**config.mk**
```make
export PLATFORM = sky130hd
export DESIGN_NAME = serial_frame_rx_flat
export DESIGN_NICKNAME = d
export VERILOG_FILES = /design/src/rtl/serial_frame_rx_if.sv /design/src/rtl/serial_frame_rx.sv /design/src/flat_wrapper.sv
export SDC_FILE = /design/constraint.sdc
export NUM_CORES = 1
export LEC_CHECK = 0
export ABC_AREA = 1
export CAP_MARGIN = 20
export CORE_MARGIN = 2
export CORE_UTILIZATION = 58
export DETAILED_ROUTE_END_ITERATION = 8
export PLACE_DENSITY_LB_ADDON = 0.2
export SLEW_MARGIN = 20
export SYNTH_ARGS = -nofsm -noshare
export SYNTH_HDL_FRONTEND = slang
export SYNTH_SLANG_ARGS = --single-unit
```
**constraint.sdc**
```tcl
create_clock -name clk -period 2.19 [get_ports clk]
set_clock_uncertainty 0.2 [all_clocks]
set_input_delay 0.5475 -clock clk [delete_from_list [all_inputs] [get_ports clk]]
set_output_delay 0.5475 -clock clk [all_outputs]
set_load 0.005 [all_outputs]
```
**src/rtl/serial_frame_rx_if.sv**
```systemverilog
// Bundle of the serial bit input and the decoded byte/status outputs of the
// serial frame receiver. The master side feeds bits, the slave side decodes.
interface serial_frame_rx_if;
    logic       bit_in;
    logic       bit_valid;
    logic [7:0] byte_out;
    logic       byte_valid;
    logic       sync_lock;
    logic       frame_err;
    logic       frame_done;

    modport master (
        output bit_in,
        output bit_valid,
        input  byte_out,
        input  byte_valid,
        input  sync_lock,
        input  frame_err,
        input  frame_done
    );

    modport slave (
        input  bit_in,
        input  bit_valid,
        output byte_out,
        output byte_valid,
        output sync_lock,
        output frame_err,
        output frame_done
    );
endinterface

```
**src/rtl/serial_frame_rx.sv**
```systemverilog
// Serial frame receiver: hunts for a sync byte in the bit stream, then
// collects FRAME_LEN data bytes, each followed by an even-parity bit.
// All outputs come straight from flops.
module serial_frame_rx #(
    parameter logic [7:0] SYNC      = 8'hA5,
    parameter int         FRAME_LEN = 4
) (
    input  logic               clk,
    input  logic               rst,
    serial_frame_rx_if.slave   bus
);

    localparam logic [8:0] FRAME_LEN_C = FRAME_LEN[8:0];

    typedef enum logic [1:0] {
        ST_HUNT   = 2'd0,
        ST_DATA   = 2'd1,
        ST_PARITY = 2'd2
    } state_e;

    // Even parity: ones in data plus parity bit must be even.
    function automatic logic parity_ok(input logic [7:0] data, input logic par);
        return ~((^data) ^ par);
    endfunction

    state_e     state_q,      state_d;
    logic [7:0] hunt_sr_q,    hunt_sr_d;
    logic [3:0] hunt_cnt_q,   hunt_cnt_d;
    logic [7:0] data_sr_q,    data_sr_d;
    logic [2:0] bit_cnt_q,    bit_cnt_d;
    logic [7:0] byte_cnt_q,   byte_cnt_d;
    logic [7:0] byte_out_q,   byte_out_d;
    logic       byte_valid_q, byte_valid_d;
    logic       sync_lock_q,  sync_lock_d;
    logic       frame_err_q,  frame_err_d;
    logic       frame_done_q, frame_done_d;

    logic [7:0] hunt_shift_s;
    logic [3:0] hunt_cnt_inc_s;
    logic       last_byte_s;

    // Next-state and next-output computation for the receive FSM.
    always_comb begin
        state_d        = state_q;
        hunt_sr_d      = hunt_sr_q;
        hunt_cnt_d     = hunt_cnt_q;
        data_sr_d      = data_sr_q;
        bit_cnt_d      = bit_cnt_q;
        byte_cnt_d     = byte_cnt_q;
        byte_out_d     = byte_out_q;
        byte_valid_d   = 1'b0;
        frame_err_d    = 1'b0;
        frame_done_d   = 1'b0;

        hunt_shift_s   = {hunt_sr_q[6:0], bus.bit_in};
        hunt_cnt_inc_s = (hunt_cnt_q == 4'd8) ? 4'd8 : (hunt_cnt_q + 4'd1);
        last_byte_s    = (({1'b0, byte_cnt_q} + 9'd1) == FRAME_LEN_C);

        case (state_q)
            ST_HUNT: begin
                if (bus.bit_valid) begin
                    if ((hunt_shift_s == SYNC) && (hunt_cnt_inc_s >= 4'd8)) begin
                        state_d    = ST_DATA;
                        bit_cnt_d  = 3'd0;
                        byte_cnt_d = 8'd0;
                        hunt_sr_d  = 8'h00;
                        hunt_cnt_d = 4'd0;
                    end else begin
                        hunt_sr_d  = hunt_shift_s;
                        hunt_cnt_d = hunt_cnt_inc_s;
                    end
                end else begin
                    state_d = state_q;
                end
            end
            ST_DATA: begin
                if (bus.bit_valid) begin
                    data_sr_d = {data_sr_q[6:0], bus.bit_in};
                    bit_cnt_d = bit_cnt_q + 3'd1;
                    if (bit_cnt_q == 3'd7) begin
                        state_d = ST_PARITY;
                    end else begin
                        state_d = ST_DATA;
                    end
                end else begin
                    state_d = state_q;
                end
            end
            ST_PARITY: begin
                if (bus.bit_valid) begin
                    if (parity_ok(data_sr_q, bus.bit_in)) begin
                        byte_out_d   = data_sr_q;
                        byte_valid_d = 1'b1;
                        if (last_byte_s) begin
                            frame_done_d = 1'b1;
                            state_d      = ST_HUNT;
                            hunt_sr_d    = 8'h00;
                            hunt_cnt_d   = 4'd0;
                        end else begin
                            byte_cnt_d = byte_cnt_q + 8'd1;
                            bit_cnt_d  = 3'd0;
                            state_d    = ST_DATA;
                        end
                    end else begin
                        frame_err_d = 1'b1;
                        state_d     = ST_HUNT;
                        hunt_sr_d   = 8'h00;
                        hunt_cnt_d  = 4'd0;
                    end
                end else begin
                    state_d = state_q;
                end
            end
            default: begin
                // Unused encoding: recover on this edge regardless of bit_valid.
                state_d    = ST_HUNT;
                hunt_sr_d  = 8'h00;
                hunt_cnt_d = 4'd0;
                bit_cnt_d  = 3'd0;
                byte_cnt_d = 8'd0;
            end
        endcase

        sync_lock_d = (state_d == ST_DATA) || (state_d == ST_PARITY);
    end

    // State and output registers, cleared immediately by rst.
    always_ff @(posedge clk or posedge rst) begin
        if (rst) begin
            state_q      <= ST_HUNT;
            hunt_sr_q    <= 8'h00;
            hunt_cnt_q   <= 4'd0;
            data_sr_q    <= 8'h00;
            bit_cnt_q    <= 3'd0;
            byte_cnt_q   <= 8'd0;
            byte_out_q   <= 8'h00;
            byte_valid_q <= 1'b0;
            sync_lock_q  <= 1'b0;
            frame_err_q  <= 1'b0;
            frame_done_q <= 1'b0;
        end else begin
            state_q      <= state_d;
            hunt_sr_q    <= hunt_sr_d;
            hunt_cnt_q   <= hunt_cnt_d;
            data_sr_q    <= data_sr_d;
            bit_cnt_q    <= bit_cnt_d;
            byte_cnt_q   <= byte_cnt_d;
            byte_out_q   <= byte_out_d;
            byte_valid_q <= byte_valid_d;
            sync_lock_q  <= sync_lock_d;
            frame_err_q  <= frame_err_d;
            frame_done_q <= frame_done_d;
        end
    end

    assign bus.byte_out   = byte_out_q;
    assign bus.byte_valid = byte_valid_q;
    assign bus.sync_lock  = sync_lock_q;
    assign bus.frame_err  = frame_err_q;
    assign bus.frame_done = frame_done_q;

endmodule

```
**src/flat_wrapper.sv**
```systemverilog
// flat-port wrapper written by rule: the top's interface ports become plain ports
module serial_frame_rx_flat 
#(
    parameter logic [7:0] SYNC      = 8'hA5,
    parameter int         FRAME_LEN = 4
)
  (clk, rst, bus_bit_in, bus_bit_valid, bus_byte_out, bus_byte_valid, bus_sync_lock, bus_frame_err, bus_frame_done);
  serial_frame_rx_if bus_i ();
  input  logic clk;
  input  logic rst;
  input wire logic [$bits(bus_i.bit_in)-1:0] bus_bit_in;
  input wire logic [$bits(bus_i.bit_valid)-1:0] bus_bit_valid;
  output wire logic [$bits(bus_i.byte_out)-1:0] bus_byte_out;
  output wire logic [$bits(bus_i.byte_valid)-1:0] bus_byte_valid;
  output wire logic [$bits(bus_i.sync_lock)-1:0] bus_sync_lock;
  output wire logic [$bits(bus_i.frame_err)-1:0] bus_frame_err;
  output wire logic [$bits(bus_i.frame_done)-1:0] bus_frame_done;
  assign bus_i.bit_in = bus_bit_in;
  assign bus_i.bit_valid = bus_bit_valid;
  assign bus_byte_out = bus_i.byte_out;
  assign bus_byte_valid = bus_i.byte_valid;
  assign bus_sync_lock = bus_i.sync_lock;
  assign bus_frame_err = bus_i.frame_err;
  assign bus_frame_done = bus_i.frame_done;
  serial_frame_rx #(.SYNC(SYNC), .FRAME_LEN(FRAME_LEN)) u_core (.clk(clk), .rst(rst), .bus(bus_i));
endmodule
```
==> reports/qor.txt, run 1 <==
status - completed
mapped cell area - 0.002342 mm²
Distinct cells, synth - 26
total track usage - 24.41%
CTS Buffer Depth - 2
most used cell, CP - nand2_1
CTS HTree Levels - 2
Fmax - 481.0 MHz
Max-Cap Viols - 0
Final Setup Violations - 0
fin crit period - 2079 ps
largest area contributor in the netlist - dfrtp_1
Multi-input gate area - 0.001092 mm²
YS warnings - 0
CTS Buf Count - 5
most common cell after layout, fill and taps aside - nand2_1
initial antenna violation count - 0
crit path capture type - register
GRT overflow - 0
Synth top area share - 47.01%
critical path's slowest cell - clkdlybuf4s50_1
cells after synthesis - 307
total power - 1.795 mW
layout cells sized above 1 - 14.45%
count of pins over their slew limit - 0
CP max stage delay - 470 ps
most frequent cells in the layout - nand2_1, dfrtp_1, inv_1, nor2_1, buf_4
largest net degree at the start of global routing - 45
R2R cell count - 13
Crit path arrival time - 2080 ps
Seq/Total Area, Yosys - 47.01%
Avg Vias per Cell - 5.114
worst r2r dst - u_core.hunt_cnt_q[0]
FF+latch count, synth - 44
I/O Buffers - 15
relative slew slack - 67.63%
crit-path max FO - 8
register area - 0.001101 mm²
setup TNS - 0 ps
Worst Path Required - 2190 ps
vias in the first global route - 1896
P&R area growth vs syn - 22.70%
setup repair after global routing missed its margin - true
Initial Util - 59.41%
die area - 0.004563 mm²
Post-Synth Adder-Cell Area - 3.205%
fin crit share - 94.93%
Compound-Gate Fraction of Synth Area - 5.235%
Clock Tree Root - clkbuf_8
CTS sink cnt - 44
die height - 67.55 µm
Routed Antenna Nets - 0
dominant cells by area after synthesis - dfrtp_1, nand2_1, inv_1, nor2_1, nand4_1
Leak - 1.441 nW
Min Hold Slack - 288.8 ps
CTS tree - yes
startpoint type of the worst setup path - input port
reg-to-reg setup timing slack - 150 ps
largest family of logic cells by synthesized area - simple AND/OR/NAND/NOR gates
Max VDD drop - 0.0003922 V
Pwr Density - 624.7 mW/mm²
row count - 23
DP HPWL - 3488 µm
Worst Setup SP - bus_bit_in
worst-skew pair later-pin latency - 300 ps
met1 Track Usage GR - 31.13%
Worst-path clk slew - 80 ps
fillers - 315
reg2reg start - u_core.byte_cnt_q[0]
n_diodes - 0
busiest grt layer - met2
Worst Setup EP - u_core.byte_cnt_q[6]
final hold violation count - 0
Post-Syn Area per Cell - 7.629 µm²
XOR/XNOR share of the synthesized area - 1.496%
syn_nets - 317
DRT Pass-1 Iters - 4
simple-gate share of the synthesized area - 34.62%
Least-Margin Pin Slew - 483.8 ps
Layout Utilization - 72.90%
met3 usage - 6.333%
WL final - 4819 µm
DR DRC count - 0
routed len/inst - 12.17 µm
crit-path cells - clkdlybuf4s50_1, inv_1, nor4_1, buf_4, nand2_1, nand2_2, nand3_2, nand2_1, nand2_1
die span in x - 67.55 µm
Core Region - 0.003943 mm²
first-pass GRT wire length - 8259 µm
grt met2 use - 40.81%
via count - 2025
gpl congestion - 0.8125
nets - 355
post-synthesis mux area share - 0%
Tightest Hold Check Type - reg -> reg
starting DRC count in detailed routing - 130
critical path type - in -> reg
num ports - 16
## cell usage after synthesis
cell	instances
xnor2_1	1
nand3b_1	2
dfrtp_1	44
nor2_1	32
o21ai_2	1
nand2_2	5
inv_2	1
buf_2	2
nor2_2	3
buf_4	2
nand3_2	3
ha_1	6
buf_6	1
o21ai_0	18
clkbuf_1	3
nor4_1	1
inv_1	39
nor3_1	1
nand3_1	14
nand4_1	18
o21bai_1	1
nand2_4	2
a21oi_1	2
o22ai_1	1
xor2_1	3
nand2_1	101
## per-layer routing
metal / routed length, µm / vias to the layer above
met4: 67 / 0
met1: 2069 / 940
met2: 2454 / 34
met5: 0 / -
li1: - / 1043
met3: 228 / 8
## worst min-delay path by stage
stage                          end  cells after the start                start
6_report       u_core.bit_cnt_q[1]                      2  u_core.bit_cnt_q[1]
4_1_cts        u_core.bit_cnt_q[1]                      2  u_core.bit_cnt_q[1]
3_3_place_gp   u_core.bit_cnt_q[2]                      2  u_core.bit_cnt_q[2]
3_5_place_dp   u_core.bit_cnt_q[1]                      2  u_core.bit_cnt_q[1]
5_1_grt        u_core.hunt_sr_q[1]                      2  u_core.hunt_sr_q[1]
2_1_floorplan  u_core.bit_cnt_q[1]                      2  u_core.bit_cnt_q[1]
## through the flow
step	cell area, µm²	setup WS, ps	instances
after detailed placement	2718	-215.8	387
after global routing	2874	-18.20	396
final	2874	111.0	396
after floorplan	2342	257.0	307
after CTS	2825	79.17	395
after global placement	2718	-189.6	387
## registers in the layout (all words and copies together) (netlist names), 2 cells and up
name                 count
u_core.bit_cnt_q         3
u_core.byte_cnt_q        8
u_core.hunt_cnt_q        4
u_core.bus.byte_out      8
u_core.state_q           2
u_core.data_sr_q         8
u_core.hunt_sr_q         7
## kinds of logic (layout without fill, tap and decap cells)
logic type,after synthesis,count (layout)
xor+xnor,4,4
fa+ha+maj,6,6
compound gates,23,23
simple gates,182,183
buf+inv,48,86
flops,44,44
## critical path, delay by kind of cell
kind | cells | cell delay, ps
simple gates | 6 | 810
buf+inv | 3 | 720
## where the power goes
group	switching, mW	total, mW	leakage [nW]	internal, mW
Sequential	0.0538	0.919	0.600	0.865
Combinational	0.144	0.259	0.785	0.115
Clock	0.278	0.617	0.0552	0.339
## area by class of cell
cell class,count,share of cell area (%)
timing repair buffer,38,12.54
clock inverter,2,1.219
multi-input combinational,216,38.01
inverter,40,5.224
clock buffer,6,2.525
sequential,44,38.31
tap,50,2.177
## timing repair
item,4_1_cts,5_1_grt
buffers inserted,0,0
hold buffers,0,0
setup endpoints to repair,0,22
resized for setup,0,7
endpoints found under the hold margin,0,0
No activity file was read; power rests on OpenSTA's default activity.
==> run 2, diff against run 1 <==
--- a/config.mk
+++ b/config.mk
@@ -10,7 +10,7 @@
 export CORE_MARGIN = 2
 export CORE_UTILIZATION = 58
 export DETAILED_ROUTE_END_ITERATION = 8
-export PLACE_DENSITY_LB_ADDON = 0.2
+export PLACE_DENSITY = 0.79
 export SLEW_MARGIN = 20
 export SYNTH_ARGS = -nofsm -noshare
 export SYNTH_HDL_FRONTEND = slang
==> constraint.sdc (replaced) <==
create_clock -name clk -period 2.19 [get_ports clk]
set_clock_uncertainty 0.2 [all_clocks]
set_input_delay 0.5475 -clock clk [delete_from_list [all_inputs] [get_ports clk]]
set_output_delay 0.5475 -clock clk [all_outputs]
set_load 0.01 [all_outputs]
==> reports/qor.txt, run 2 (synthesized netlist as in run 1, its figures left out) <==
status - completed
grt met2 use - 38.97%
most frequent cells in the layout - nand2_1, dfrtp_1, inv_1, nor2_1, buf_4
met1 Track Usage GR - 30.59%
total power - 1.790 mW
CTS Buf Count - 5
most common cell after layout, fill and taps aside - nand2_1
critical path type - in -> reg
num ports - 16
fillers - 297
Clock Tree Root - clkbuf_8
via count - 1999
DP HPWL - 3413 µm
met3 usage - 6.000%
startpoint type of the worst setup path - input port
vias in the first global route - 1804
WL final - 4612 µm
fin crit share - 93.24%
GRT overflow - 0
DR DRC count - 0
n_diodes - 0
CTS tree - yes
post-route setup slack - 148.0 ps
Avg Vias per Cell - 5.074
setup TNS - 0 ps
Leak - 1.428 nW
CTS HTree Levels - 2
Seq pwr share - 51.3%
Logic pwr share - 14.0%
Least-Margin Pin Slew - 345.2 ps
routed len/inst - 11.71 µm
Worst-path clk slew - 90 ps
die height - 67.55 µm
die span in x - 67.55 µm
I/O Buffers - 15
die area - 0.004563 mm²
Tightest Hold Check Type - reg -> reg
clock share of power - 34.7%
Core Region - 0.003943 mm²
CTS sink cnt - 44
starting DRC count in detailed routing - 138
relative slew slack - 76.90%
Routed Antenna Nets - 0
CTS Buffer Depth - 2
Worst Path Required - 2190 ps
P&R area growth vs syn - 20.83%
dpl ws - -221.3 ps
crit-path max FO - 6
nets - 353
busiest grt layer - met2
Fmax - 489.7 MHz
fin crit period - 2042 ps
Max-Cap Viols - 0
worst-skew pair later-pin latency - 300 ps
row count - 23
final hold violation count - 0
total track usage - 23.57%
Hold-fix buffers, CTS - 0
Min Hold Slack - 282.4 ps
DRT Pass-1 Iters - 4
Pwr Density - 632.3 mW/mm²
Max VDD drop - 0.0003787 V
crit path capture type - register
gpl congestion - 0.8770
Internal - 1.313 mW
Crit path arrival time - 2040 ps
largest net degree at the start of global routing - 28
Net Sw Frac - 26.63%
layout cells sized above 1 - 14.24%
net load switching power - 0.4765 mW
count of pins over their slew limit - 0
initial antenna violation count - 0
Initial Util - 59.41%
Final Setup Violations - 0
first-pass GRT wire length - 7962 µm
[run 2: layout make-up]
class	instances	area, µm²	area share, %
clock buffers	5	68.82	2.431
well taps	50	62.56	2.210
clock inverters	3	42.54	1.503
multi-input cells	215	1074	37.93
repair buffers	37	331.6	11.72
inverters	40	150.1	5.305
flip-flops and latches	44	1101	38.90
[run 2: critical path, cell delays in order]
cell,delay (ps)
clkdlybuf4s50_1,480
inv_1,70
nor4_2,310
nand2_1,110
nand2_2,140
buf_4,160
nor2_1,50
nand3_1,100
nand2_1,60
[run 2: power groups by stage]
stage	clock network, mW	registers (mW)	logic (mW)
2_1_floorplan	0	0.923	0.189
3_3_place_gp	0	0.933	0.239
3_5_place_dp	0	0.934	0.246
4_1_cts	0.630	0.918	0.251
5_1_grt	0.665	0.927	0.295
6_report	0.621	0.917	0.251
[run 2: layer usage]
metal | wire (µm) | vias up | share of wire (%)
met1 | 2122 | 910 | 46
met3 | 211 | 6 | 4.6
met5 | 0 | - | 0
met4 | 57 | 0 | 1.2
met2 | 2220 | 41 | 48
li1 | - | 1042 | -
[run 2: metrics by stage]
stage	instances	util, %	cell area, µm²
3_3_place_gp	385	67.91	2678
4_1_cts	393	70.74	2789
5_1_grt	394	71.79	2830
6_report	394	71.79	2830
3_5_place_dp	385	67.91	2678
2_1_floorplan	307	-	2342
[run 2: worst paths after layout]
| path | from | to | slack [ps] | cells after the start |
|---|---|---|---|---|
| min in group asynchronous | rst | u_core.bus.byte_out[7] | 360 | 3 |
| min reg2reg | u_core.bus.byte_out[7] | u_core.bus.byte_out[7] | 280 | 2 |
| max | bus_bit_in | u_core.hunt_cnt_q[0] | 150 | 9 |
| max in group asynchronous | rst | u_core.state_q[0] | 1120 | 3 |
| min | u_core.bus.byte_out[7] | u_core.bus.byte_out[7] | 280 | 2 |
| max reg2reg | u_core.byte_cnt_q[1] | u_core.hunt_sr_q[5] | 170 | 13 |
[run 2: timing repair]
item,CTS,global route
buffers inserted,0,1
gates resized for setup,0,7
setup endpoints to repair,0,22
